File: config.mk
export PLATFORM = sky130hd
export DESIGN_NAME = pu_accum
export DESIGN_NICKNAME = d
export VERILOG_FILES = /design/src/rtl/pu_accum_addsub.sv /design/src/rtl/pu_accum.sv
export SDC_FILE = /design/constraint.sdc
export NUM_CORES = 1
export LEC_CHECK = 0
export CAP_MARGIN = 20
export CORE_MARGIN = 2
export CORE_UTILIZATION = 43
export DETAILED_ROUTE_END_ITERATION = 6
export HOLD_SLACK_MARGIN = 0.15
export PLACE_DENSITY = 0.66
export SLEW_MARGIN = 25
export SYNTH_ARGS = -nofsm -noshare
export SYNTH_HDL_FRONTEND = slang
export SYNTH_HIERARCHICAL = 1
export SYNTH_SLANG_ARGS = --single-unit
File: constraint.sdc
create_clock -name clk -period 6.9 [get_ports clk]
set_input_delay 1.38 -clock clk [delete_from_list [all_inputs] [get_ports clk]]
set_output_delay 1.38 -clock clk [all_outputs]
set_load 0.03 [all_outputs]
File: src/rtl/pu_accum_addsub.sv
// pu_accum_addsub: adds b, optionally negated, to a and flags signed overflow.
module pu_accum_addsub #(
    parameter int DATA_WIDTH = 32
) (
    input  logic [DATA_WIDTH-1:0] a,
    input  logic [DATA_WIDTH-1:0] b,
    input  logic                  neg,
    output logic [DATA_WIDTH-1:0] sum,
    output logic                  overflow
);
    localparam logic [DATA_WIDTH-1:0] MOST_NEG = {1'b1, {(DATA_WIDTH-1){1'b0}}};
    logic [DATA_WIDTH-1:0] op;
    logic                  neg_ovf;
    logic                  add_ovf;
    always_comb begin
        op       = neg ? (~b + 1'b1) : b;
        neg_ovf  = neg && (b == MOST_NEG);
        sum      = a + op;
        add_ovf  = (a[DATA_WIDTH-1] == op[DATA_WIDTH-1]) && (sum[DATA_WIDTH-1] != a[DATA_WIDTH-1]);
        overflow = neg_ovf | add_ovf;
    end
endmodule

File: src/rtl/pu_accum.sv
// pu_accum: bus accumulator unit; sums signed operands and drives the total on output-enable.
module pu_accum #(
    parameter int DATA_WIDTH = 32,
    parameter int ATTR_WIDTH = 4,
    parameter int SIGN       = 0,
    parameter int OVERFLOW   = 1
) (
    input  logic                  clk,
    input  logic                  rst,
    input  logic                  signal_load,
    input  logic                  signal_init,
    input  logic                  signal_neg,
    input  logic                  signal_oe,
    input  logic [DATA_WIDTH-1:0] data_in,
    input  logic [ATTR_WIDTH-1:0] attr_in,
    output logic [DATA_WIDTH-1:0] data_out,
    output logic [ATTR_WIDTH-1:0] attr_out
);
    logic [DATA_WIDTH-1:0] acc_q, acc_d, data_out_q, data_out_d, sum;
    logic [ATTR_WIDTH-1:0] attr_out_q, attr_out_d;
    logic                  ovf_q, ovf_d, sum_ovf;

    // A new sum adds to zero, so init and accumulate share the same adder.
    pu_accum_addsub #(.DATA_WIDTH(DATA_WIDTH)) u_addsub (
        .a        (signal_init ? '0 : acc_q),
        .b        (data_in),
        .neg      (signal_neg ^ attr_in[SIGN]),
        .sum      (sum),
        .overflow (sum_ovf)
    );

    always_comb begin
        acc_d                = signal_load ? sum : acc_q;
        ovf_d                = signal_load ? ((ovf_q & ~signal_init) | attr_in[OVERFLOW] | sum_ovf) : ovf_q;
        data_out_d           = signal_oe ? acc_q : '0;
        attr_out_d           = '0;
        attr_out_d[SIGN]     = signal_oe & acc_q[DATA_WIDTH-1];
        attr_out_d[OVERFLOW] = signal_oe & ovf_q;
    end

    always_ff @(posedge clk) begin
        if (!rst) begin
            acc_q      <= '0;
            ovf_q      <= 1'b0;
            data_out_q <= '0;
            attr_out_q <= '0;
        end else begin
            acc_q      <= acc_d;
            ovf_q      <= ovf_d;
            data_out_q <= data_out_d;
            attr_out_q <= attr_out_d;
        end
    end

    assign data_out = data_out_q;
    assign attr_out = attr_out_q;
endmodule

==> impl_results.md <==
* Status: completed
* All-layer global routing usage at 0.193
* Depth of the CTS H-tree at 3
* Clock transition at path regs at 0.06 ns
* Largest stage delay on the critical path at 0.78 ns
* Post-Synthesis Cells at 578
* Top cell family by delay on the critical path: compound AO/OA/AOI/OAI gates
* Setup violators final at 0
* Top fanout value on the critical path at 8
* Std cell rows at 39
* Arr. time, crit path at 5.73 ns
* Layout Cells excl Fill at 782
* RSZ-0062 raised after global routing: false
* Post-synth ARST share at 0
* CTS Hold Buffers Added at 0
* Routed vias at 4374
* Starting Density at 0.435
* CP required at 7.13 ns
* Worst skew pair latency at 0.34 ns
* Startpoint Class: input pin
* Drt total wl at 11.9 mm
* Cell count along the critical path at 16
* Pwr Density at 249 nW/um2
* Fillers at 1056
* Fmax achieved at 0.182 GHz
* Seq/Total Area, Yosys at 0.272
* Static Leak at 0.00258 uW
* Synthesis-stage register bit count at 67
* Grt total ovfl at 0
* Worst R2R End: acc_q[26]
* Setup CP Type: input pin to flip-flop
* CTS tree: yes
* CTS root buffer: clkbuf_16
* Average wire per standard cell at 15.2 um
* Worst Hold Path Cells at 1
* Area of the mapped netlist at 4930 um2
* Total Neg Setup Slack at 0 ns
* Commonest non-fill, non-tap cell in the layout: clkdlybuf4s50_1
* DP HPWL at 8.63 mm
* Syn_area_per_cell at 8.52 um2
* Fin. max-slew vios at 0
* Worst Clk Skew at 0.00961 ns
* Post-CTS sizing at 0
* Synth cell types at 59
* Worst path bufs/invs at 1
* Fraction of layout cells with a size suffix above 1 at 0.0610
* Die height at 111 um
* Slew margin rel. at 0.324
* Area Overhead vs Synth at 22.0%
* Synth area leaders: dfxtp_1 (27%), ha_1 (8.4%), xnor2_1 (8.2%), mux2i_1 (6.7%), nor2b_1 (6.2%)
* DR vias/cell at 5.59
* Yosys warns at 6
* Worst R2R Setup Slack at 3.65 ns
* CP max-delay cell: o41ai_1
* End of the critical path: acc_q[26]
* Max cap viols at 0
* Routed Antenna Nets at 0
* Worst reg-to-reg path cell count at 12
* Final net count at 710
* Worst hold-check path type: flip-flop to flip-flop
* Placed insts at 766
* Worst VDD drop at 136 uV
* Routability congestion estimate at 0.911
* Most frequent cells in the layout: clkdlybuf4s50_1 (71), dfxtp_1 (67), nor2b_1 (49)
* Num CTS Buffers at 9
* I/O Buffers at 73
* Clk buf depth at 2
* Number of global-route vias before repair at 4218
* Largest net degree at the start of global routing at 68
* Iter 0 DRT Violations at 252
* Post-CTS setup buffers at 0
* Share of the synthesized area in the top cell type at 0.272
* Area of the core at 11300 um2
* Antenna diodes at 0
* RR Startpoint: acc_q[0]
* DRC viols at 0
* CTS sink count at 67
* Hold Violations, Final at 0
* CP Launch Point: data_in[3]
* Primary FF master, synth: dfxtp_1
* Setup crit end kind: flip-flop
* Num ports at 78
* First-pass DRT Iterations at 4
* Final min period at 5.50 ns
* Die Wd at 111 um
* Initial antenna violation count at 0
* Die footprint at 12300 um2
* Crit path cell chain: clkdlybuf4s50_1 -> nor4_2 -> nand2_1 -> or2_2 -> o41ai_1 -> xnor2_1 -> ha_1 -> nand2_1 -> o21a_1 -> o21ai_0 -> o21ba_2 -> o41ai_1 -> a31o_2 -> nand4_1 -> mux2i_1 -> nor2b_1
* Slew of the pin with the lowest slew margin at 1.01 ns
* Global-route wire length before repair at 19.8 mm
* EDFF count, synth at 0
* Fin crit share at 0.797
* Cell taking the most area after synthesis: dfxtp_1
synth_stat cells (all sizes together), types with 3 or more instances:
master and number:
ha 33, or2 3, clkbuf 22, or4 6, o21ai 24, xnor2 46, or3 9, o21bai 5
a211oi 4, o41ai 5, o211ai 5, buf 10, nor3 11, mux2i 33, inv 17, nand2 28
a21boi 3, a21o 10, o31ai 11, nand2b 5, nor4 4, nor2b 49, nand3 6, and3 35
dfxtp 67, nor2 25, xor2 11, nand4 14, and2b 18, a21oi 30
how the worst min path moves through the flow:
| stage | start | endpoint |
|---|---|---|
| CTS | acc_q[10] | data_out[10] |
| detailed placement | acc_q[0] | data_out[0] |
| floorplan | ovf_q | attr_out[1] |
| global placement | acc_q[10] | data_out[10] |
| finish | acc_q[17] | data_out[17] |
| global route | acc_q[10] | data_out[10] |
worst reg2reg max path: stages, from the launching register on:
cell and delay [ns]:
dfxtp_1 0.33, nor2b_1 0.14, ha_1 0.23, fa_1 0.26
a21oi_1 0.11, o221ai_1 0.24, nand2_1 0.17, o21ba_2 0.29
o41ai_1 0.78, a31o_2 0.27, nand4_1 0.08, mux2i_1 0.16
nor2b_1 0.06
through the flow:
| stage | util | instance area [um2] | power [uW] | hold WS (ns) | setup slack, ns |
|---|---|---|---|---|---|
| final | 0.531 | 6010 | 1500 | 0.490 | 1.40 |
| after global routing | 0.531 | 6010 | 1580 | 0.504 | 1.15 |
| after CTS | 0.531 | 6010 | 1500 | 0.488 | 1.47 |
| after detailed placement | 0.502 | 5690 | 990 | 0.481 | 1.14 |
| after global placement | 0.502 | 5690 | 977 | 0.483 | 1.15 |
| after floorplan | - | 4930 | 857 | 0.447 | 2.19 |
per-layer routing:
layer  up-vias  track usage  part of all wire
met1      2049        0.254              0.47
met4         0       0.0749             0.019
met5         -            0                 0
li1       2181            -                 -
met2       123        0.314              0.47
met3        21       0.0383             0.042
power breakdown:
group | leakage, uW | internal (uW) | switching, uW | total, uW
Combinational | 0.00187 | 238 | 301 | 539
Clock | 0.000159 | 335 | 171 | 506
Sequential | 0.000549 | 430 | 22.9 | 452
Total | 0.00258 | 1000 | 494 | 1500
sequential cells by signal, summed over array words and instances, names as in the netlist:
signal    cells
acc_q        32
attr_out      2
data_out     32
ovf_q         1
cell type report:
class / count / area [um2] / share of cell area
Clock buffer: 12 / 256 / 0.0427
Clock inverter: 4 / 72.6 / 0.0121
Sequential cell: 67 / 1340 / 0.223
Inverter: 17 / 63.8 / 0.0106
Multi-Input combinational cell: 463 / 3350 / 0.558
Tap cell: 143 / 179 / 0.0298
Timing Repair Buffer: 76 / 743 / 0.124
cells by family (layout without fill, tap and decap cells):
family | count (synthesis) | count (layout) | share of synthesized area
simple gates | 218 | 218 | 0.259
buf+inv | 49 | 109 | 0.0493
mux | 33 | 33 | 0.0671
xor+xnor | 57 | 57 | 0.101
compound gates | 119 | 119 | 0.163
flops | 67 | 67 | 0.272
fa+ha+maj | 34 | 34 | 0.0879
other cells | 1 | 2 | 0.000761
Note: power is estimated with default switching activity, not from simulation.
